===== src/rtl/vend_pkg.sv =====
// Shared FSM state type and change constants for the vending dispenser.
package vend_pkg;

  typedef enum logic [1:0] {IDLE, ITEM, COIN, FAULT} state_e;

  localparam logic [1:0] CHG_0 = 2'd0;
  localparam logic [1:0] CHG_1 = 2'd1;
  localparam logic [1:0] CHG_2 = 2'd2;
  localparam logic [1:0] CHG_3 = 2'd3;

  localparam int unsigned COIN_VALUE = 5;

endpackage


===== src/rtl/vend_wdog.sv =====
// Per-action watchdog: counts cycles of a mechanical action and flags the
// TIMEOUT_CYC-th one; only exists when VEND_DISPENSER_WDOG_EN is defined.
`ifdef VEND_DISPENSER_WDOG_EN
module vend_wdog #(
  parameter int unsigned TIMEOUT_CYC = 1000
) (
  input  logic clk,
  input  logic rst,
  input  logic active_i,
  input  logic restart_i,
  output logic timeout_o
);
  localparam int unsigned CW = $clog2(TIMEOUT_CYC + 1);

  logic [CW-1:0] cnt_q;
  logic [CW-1:0] cnt_cur;

  // restart_i marks the first cycle of an action, which counts as cycle zero
  assign cnt_cur   = restart_i ? '0 : cnt_q;
  assign timeout_o = active_i && (cnt_cur == CW'(TIMEOUT_CYC - 1));

  always_ff @(posedge clk or negedge rst) begin
    if (!rst) begin
      cnt_q <= '0;
    end else if (active_i) begin
      cnt_q <= cnt_cur + CW'(1);
    end else begin
      cnt_q <= '0;
    end
  end
endmodule
`endif


===== src/rtl/vend_dispenser.sv =====
// Vending dispenser: item motor then change coins, 1-cycle vend-to-motor latency, one-deep request buffer.
// Optional watchdog (macro VEND_DISPENSER_WDOG_EN) parks the FSM in FAULT when an action stalls.
module vend_dispenser
  import vend_pkg::*;
#(
  parameter int unsigned COIN_CAP    = 8,
  parameter int unsigned TIMEOUT_CYC = 1000
) (
  input  logic       clk,
  input  logic       rst,
  input  logic       vend,
  input  logic [1:0] change,
  input  logic       item_done,
  input  logic       coin_done,
  input  logic       refill,
  output logic       item_motor,
  output logic       coin_eject,
  output logic       busy,
  output logic [3:0] coin_cnt,
  output logic       short_change,
  output logic       overrun,
  output logic       fault
);
  localparam logic [3:0] CAP = 4'(COIN_CAP);

  state_e     state_q;
  logic [1:0] coins_left_q;
  logic [1:0] pend_chg_q;
  logic       pend_vld_q;
  logic [3:0] coin_cnt_q;
  logic       item_motor_q;
  logic       coin_eject_q;
  logic       short_q;
  logic       overrun_q;
  logic       entry_q;
  logic       timeout;
  logic       to_fault;
  logic [3:0] coin_cnt_d;
  logic [1:0] coins_left_d;

  // Inventory after a paid coin; a coincident refill wins.
  assign coin_cnt_d   = refill ? CAP : coin_cnt_q - 4'd1;
  assign coins_left_d = coins_left_q - 2'd1;
  assign to_fault     = timeout && !(state_q == ITEM ? item_done : (coin_eject_q && coin_done));

`ifdef VEND_DISPENSER_WDOG_EN
  logic wdog_active;
  assign wdog_active = (state_q == ITEM) || (state_q == COIN);

  vend_wdog #(.TIMEOUT_CYC(TIMEOUT_CYC)) u_wdog (
    .clk       (clk),
    .rst       (rst),
    .active_i  (wdog_active),
    .restart_i (entry_q),
    .timeout_o (timeout)
  );
  assign fault = (state_q == FAULT);
`else
  logic unused_wdog;
  assign unused_wdog = (TIMEOUT_CYC == 0) ^ entry_q;
  assign timeout     = 1'b0;
  assign fault       = 1'b0;
`endif

  always_ff @(posedge clk or negedge rst) begin
    if (!rst) begin
      state_q      <= IDLE;
      coins_left_q <= CHG_0;
      pend_chg_q   <= CHG_0;
      pend_vld_q   <= 1'b0;
      coin_cnt_q   <= CAP;
      item_motor_q <= 1'b0;
      coin_eject_q <= 1'b0;
      short_q      <= 1'b0;
      overrun_q    <= 1'b0;
      entry_q      <= 1'b0;
    end else begin
      entry_q <= 1'b0;
      if (state_q == IDLE) begin
        if (pend_vld_q || vend) begin
          state_q      <= ITEM;
          item_motor_q <= 1'b1;
          entry_q      <= 1'b1;
          coins_left_q <= pend_vld_q ? pend_chg_q : change;
        end
        // The buffered request launches now, so a fresh vend takes its slot.
        pend_vld_q <= pend_vld_q && vend;
        if (pend_vld_q && vend) pend_chg_q <= change;
      end else if (vend) begin
        if (pend_vld_q || state_q == FAULT) begin
          overrun_q <= 1'b1;
        end else begin
          pend_vld_q <= 1'b1;
          pend_chg_q <= change;
        end
      end

      case (state_q)
        ITEM: begin
          if (item_done) begin
            item_motor_q <= 1'b0;
            if (coins_left_q != CHG_0 && coin_cnt_q != 4'd0) begin
              state_q      <= COIN;
              coin_eject_q <= 1'b1;
              entry_q      <= 1'b1;
            end else begin
              state_q      <= IDLE;
              coins_left_q <= CHG_0;
              if (coins_left_q != CHG_0) short_q <= 1'b1;
            end
          end
        end
        COIN: begin
          // coin_done only counts while the ejector is driven, so a level
          // held over from the previous coin is ignored in the gap cycle.
          if (coin_eject_q && coin_done) begin
            coin_cnt_q   <= coin_cnt_d;
            coins_left_q <= coins_left_d;
            coin_eject_q <= 1'b0;
            if (coins_left_d != CHG_0 && coin_cnt_d != 4'd0) begin
              entry_q <= 1'b1;
            end else begin
              state_q      <= IDLE;
              coins_left_q <= CHG_0;
              if (coins_left_d != CHG_0) short_q <= 1'b1;
            end
          end else if (!coin_eject_q) begin
            coin_eject_q <= 1'b1;
          end
        end
        default: ;
      endcase

      if (to_fault) begin
        state_q      <= FAULT;
        item_motor_q <= 1'b0;
        coin_eject_q <= 1'b0;
        pend_vld_q   <= 1'b0;
        coins_left_q <= CHG_0;
      end
      if (refill) coin_cnt_q <= CAP;
    end
  end

  assign item_motor   = item_motor_q;
  assign coin_eject   = coin_eject_q;
  assign busy         = (state_q != IDLE) || pend_vld_q;
  assign coin_cnt     = coin_cnt_q;
  assign short_change = short_q;
  assign overrun      = overrun_q;

endmodule


===== config.mk =====
export PLATFORM = sky130hd
export DESIGN_NAME = vend_dispenser
export DESIGN_NICKNAME = d
export VERILOG_FILES = /design/src/rtl/vend_pkg.sv /design/src/rtl/vend_wdog.sv /design/src/rtl/vend_dispenser.sv
export SDC_FILE = /design/constraint.sdc
export NUM_CORES = 1
export LEC_CHECK = 0
export ABC_CLOCK_PERIOD_IN_PS = 1780
export BUFFER_PORTS_ARGS = -buffer_cell sky130_fd_sc_hd__buf_2
export CAP_MARGIN = 25
export CORE_MARGIN = 2
export CORE_UTILIZATION = 53
export DETAILED_ROUTE_END_ITERATION = 7
export HOLD_SLACK_MARGIN = 0.1
export PLACE_DENSITY = 0.76
export SLEW_MARGIN = 40
export SYNTH_ARGS = -nofsm -noshare
export SYNTH_HDL_FRONTEND = slang
export SYNTH_SLANG_ARGS = --single-unit
export TNS_END_PERCENT = 5

===== constraint.sdc =====
create_clock -name clk -period 1.78 [get_ports clk]
set_input_delay 0.089 -clock clk [delete_from_list [all_inputs] [get_ports clk]]
set_output_delay 0.089 -clock clk [all_outputs]
set_load 0.02 [all_outputs]

Word-level counts from Yosys, hierarchy flattened
Index checks and enable logic that the tools add are counted.

Register bits after elaboration: 15. Bits of input ports: 8. Output and inout port bits: 10. Word-level logic and storage cells: 88.

Add/sub/neg operators: 2. Equality and inequality tests: 12. Muxes and demuxes: 41. Bitwise logic cells: 1. Reductions and logical operators: 23.

Operators by type and width (number): 2-bit 2-to-1 mux (17); 1-bit 2-to-1 mux (16); 4-bit 2-to-1 mux (4); 2-bit nonzero test (7); 2-bit != test, second input constant (6); 3-bit AND reduction (3); 2-bit case mux with 2 select lines (2); 4-bit nonzero test (2); 7-bit AND reduction (1); 2-bit by 1-bit != test with 1-bit output, second input constant (3); 2-bit equality test, second input constant (2); 1-bit logical AND (4); 1-bit case mux with 2 select lines (2); 2-bit AND reduction (2); 4-bit by 1-bit subtractor with 4-bit output, second input constant (1); 1-bit logical OR (3); 2-bit by 1-bit equality test with 1-bit output, second input constant (1); 2-bit zero test (1); 2-bit by 1-bit subtractor with 2-bit output, second input constant (1); 1-bit NOT (1).

Longest topological paths before layout
Word-level depth: 7. Depth in mapped cells: 7. Mapped depth without buffers: 6.

Worst setup path after synthesis
Ideal clock, no wire load.

Kind: register -> register. From: register coin_cnt_q[0], in the netlist coin_cnt[0]. To: register state_q[1]. Library setup time: 0.133 ns. Data arrival time: 1.406 ns. Data required time: 1.647 ns. Slack: 0.241 ns. Cell stages (with the launch flop): 7. Path buffers: 0. Period minus slack after synthesis: 1.539 ns. Cell sequence: dfrtp_1 -> inv_1 -> ha_1 -> and4bb_1 -> nand2_2 -> a31oi_1 -> o22ai_1.

Word-level cells in the longest chain between the ends: 7. Elaborated cells between the ends (all ways): 11. Classes of those cells: 1 x add/sub; 6 x mux; 4 x reduce/logical.

RTL lines: start: declaration (RTL line vend_dispenser.sv:30) `logic [3:0] coin_cnt_q;`; start signal: assignment (RTL line vend_dispenser.sv:117) `coin_cnt_q <= coin_cnt_d;`; 4-bit by 1-bit subtractor with 4-bit output (RTL line vend_dispenser.sv:42) `assign coin_cnt_d = refill ? CAP : coin_cnt_q - 4'd1;`; 4-bit 2-to-1 mux (RTL line vend_dispenser.sv:42); 4-bit nonzero test (RTL line vend_dispenser.sv:120) `if (coins_left_d != CHG_0 && coin_cnt_d != 4'd0) begin`; 1-bit logical AND (RTL line vend_dispenser.sv:120); 2-bit 2-to-1 mux (RTL line vend_dispenser.sv:120); 2-bit 2-to-1 mux (RTL line vend_dispenser.sv:116) `if (coin_eject_q && coin_done) begin`; 2-bit case mux with 2 select lines * (RTL line vend_dispenser.sv:98) `case (state_q)`; end signal: assignment (RTL line vend_dispenser.sv:103) `state_q <= COIN;`; end signal: assignment (RTL line vend_dispenser.sv:107) `state_q <= IDLE;`; end signal: assignment (RTL line vend_dispenser.sv:123) `state_q <= IDLE;`; end: declaration (RTL line vend_dispenser.sv:26) `state_e state_q;`.

Mark *: on every way between the ends. The rest lies on a longest branch, timed or not. A chain may end at the register's enable or synchronous reset.

Final worst setup path
From: register state_q[0]. To: register pend_chg_q[0].

Word-level cells in the longest chain between the ends: 4. Elaborated cells between the ends (all ways): 8. Classes of those cells: 3 x eq/ne; 1 x mux; 4 x reduce/logical.

RTL lines: start signal: assignment (RTL line vend_dispenser.sv:67) `state_q <= IDLE;`; start signal: assignment (RTL line vend_dispenser.sv:81) `state_q <= ITEM;`; start signal: assignment (RTL line vend_dispenser.sv:103); 2-bit equality test (RTL line vend_dispenser.sv:90) `if (pend_vld_q || state_q == FAULT) begin`; 1-bit logical OR (RTL line vend_dispenser.sv:90); 2-bit != test (no line); 3-bit AND reduction (no line); end signal: assignment (RTL line vend_dispenser.sv:88) `if (pend_vld_q && vend) pend_chg_q <= change;`; end signal: assignment (RTL line vend_dispenser.sv:94) `pend_chg_q <= change;`; end: declaration (RTL line vend_dispenser.sv:28) `logic [1:0] pend_chg_q;`.

Parallel ways exist; a longest one is shown, timed or not.

==> reports/metrics.csv <==
metric,value,unit
status,finished clean,
cts-buffers-inserted,3,
grt_pass1_wl,3.14,mm
crit_arrival,1.79,ns
clk_latency,0.27,ns
die_h,46.0,microns
vias,764,
tritoncts,yes,
postCtsSetupBuffers,0,
finalHoldViolCount,0,
cts.sink_count,15,
drc,0,
rows,15,
synth_edf_count,0,
fin_crit_sh,0.917,
synthToLayoutAreaGrowth,19.4,%
die-area,2110,sq um
synth_seq_cells,15,
totalWireLength,1.84,mm
synthTopCellsByArea,"dfrtp_1 38%, ha_1 11%, inv_1 5.2%",
grt_pass1_vias,764,
dieWidth,46.0,microns
avgRoutedWirePerCell,13.4,microns
grt_usage,0.205,
max-cap-violations,0,
power_density,1500,nW/um^2
grt_use_met1,0.260,
worstSetupEndpointType,flip-flop,
cts_root_buffer,clkbuf_4,
antenna_found_initial,0,
start_util,0.553,
stdcell_area,1110,sq um
p_leak,0.000517,uW
routed_via_density,5.58,
syn_area_per_cell,9.72,sq um
finalNonFillerCells,137,
synth_top_area_frac,0.375,
start_kind,flip-flop,
rsz0062_at_grt,no,
ioPinCount,18,
use_met2,0.333,
antenna_left,0,
gr-usage-met3,0.0317,
ir_worst_vdd,750,uV
synth_top_cell_by_area,dfrtp_1,
finalCriticalPeriod,1.63,ns
htreeDepth,1,
fmax,613,MHz
globalRouteOverflowTotal,0,
nets,137,
yosysSeqAreaShare,0.403,
drtIter0Drc,15,
placed_area,1020,sq um
dp_slack,0.0577,ns
reg2reg_depth,6,
async_flop_share,1.00,
synth_cell_type_count,37,
crit_type,reg -> reg,
core_area,1690,sq um
finalWorstSetupSlack,0.148,ns
syn_inst,96,
syn-cell-area,933,sq um
finalMaxSlewViolations,0,
clock_path_buffers,2,
port_buffers,16,
finClkSkew,0.000624,ns
r2r_setup_slack,0.15,ns
relSlewSlack,0.671,
drive_gt1_frac,0.233,
synth_top_flop_cell,dfrtp_1,
grt_start_max_net_pins,16,
dp_hpwl,1.38,mm
place_congestion,0.708,
setup_violations,0,
min_path_type,in -> async,
critPathRequiredTime,1.94,ns
ys_warn_count,0,
diodes,0,
tns,0,ns
worstMarginPinSlew,0.489,ns
dp_cells,127,
gr-max-usage-layer,met2,
synth_nets,112,
dr.pass1.iters,4,
cp_max_fo,11,
clk_pin_slew,0.08,ns
## worst max-delay path, stage by stage, from the launching register on
cell and delay (ns):
dfrtp_1 0.41, inv_1 0.15, ha_4 0.21, nor2_1 0.06, o21ai_1 0.16, o21bai_1 0.18, mux2_1 0.35
## timing repair
item / in CTS / in global routing
hold buffers: 6 / 0
endpoints found under the hold margin: 23 / 0
gates resized for setup: 0 / 2
setup endpoints to repair: 0 / 2
## cell type report
type / count / area [sq um]
multi-input cells: 66 / 502
inverters: 13 / 48.8
well taps: 17 / 21.3
flip-flops and latches: 15 / 377
repair buffers: 22 / 140
fillers: 144 / 574
clock buffers: 4 / 26.3
## routing by layer
layer | vias to the layer above | wire (microns)
li1 | 380 | -
met1 | 367 | 832
met2 | 15 | 928
met3 | 2 | 62
met4 | 0 | 13
met5 | - | 0
## Yosys cell counts (all sizes together) (2+ instances only)
master,count
o21ai,5
a21oi,5
mux2,2
xnor2,3
a31oi,2
inv,13
and3,2
dfrtp,14
o22ai,3
o31ai,2
o21bai,2
nand2,6
buf,2
nand2b,2
nor2,8
ha,8
nand4b,2
## logic make-up (layout without fill, tap and decap cells)
kind of cell    Yosys count  count (layout)  share of synthesized area
mux                       2               2                     0.0241
other cells               1               1                    0.00402
compound gates           25              25                      0.186
flops                    15              15                      0.403
buf+inv                  15              39                     0.0724
simple gates             26              26                      0.165
xor+xnor                  4               4                     0.0375
fa+ha+maj                 8               8                      0.107
## path summary, 6_finish.rpt
kind                               from       endpoint
hold reg to reg            short_change   short_change
setup reg to reg             state_q[0]  pend_chg_q[0]
min in group clk              coin_done    coin_cnt[1]
setup / recovery             state_q[0]  pend_chg_q[0]
hold / removal                      rst     pend_vld_q
max in group asynchronous           rst    coin_cnt[3]
## power by group
| part | switching, uW | leakage, uW | internal [uW] |
|---|---|---|---|
| clock network | 103 | 0.0000150 | 86.8 |
| logic | 515 | 0.000326 | 403 |
| registers | 110 | 0.000176 | 457 |
## state kept, by name (all words and copies together) (netlist names)
register / cells
item_motor: 1
overrun: 1
state_q: 2
pend_vld_q: 1
coin_cnt: 4
short_change: 1
coins_left_q: 2
pend_chg_q: 2
coin_eject: 1
## through the flow
stage | hold slack, ns | total power [uW] | utilization
after detailed placement | 0.0114 | 1430 | 0.601
after global routing | 0.270 | 1820 | 0.660
after CTS | 0.238 | 1630 | 0.653
after floorplan | -0.207 | 1240 | -
after global placement | 0.0114 | 1380 | 0.601
final | 0.236 | 1680 | 0.660
## placed cells by master (no fill, tap or decap)
cell type,instances
buf_2,16
nand4_1,1
ha_4,1
xor2_1,1
o21ai_2,1
nor2_1,8
clkbuf_1,1
a21oi_1,5
ha_1,7
dfstp_2,1
nor3b_2,1
dfrtp_1,14
a41o_1,1
a22oi_1,1
conb_1,1
a221oi_2,1
nand2_1,5
o21ai_0,3
nor4_2,1
and4bb_1,1
a21o_1,1
nand2b_1,2
clkbuf_4,3
o31ai_1,2
mux2_1,2
and3_1,1
o22ai_1,3
o21ai_1,1
inv_1,13
o21bai_1,2
or2_2,1
nand3_1,1
nand4b_1,2
xnor2_1,3
o32ai_1,1
a31oi_1,2
nand2_2,1
and3_2,1
dlygate4sd3_1,6
a221o_1,1
Note: power is estimated with default switching activity, not from simulation.
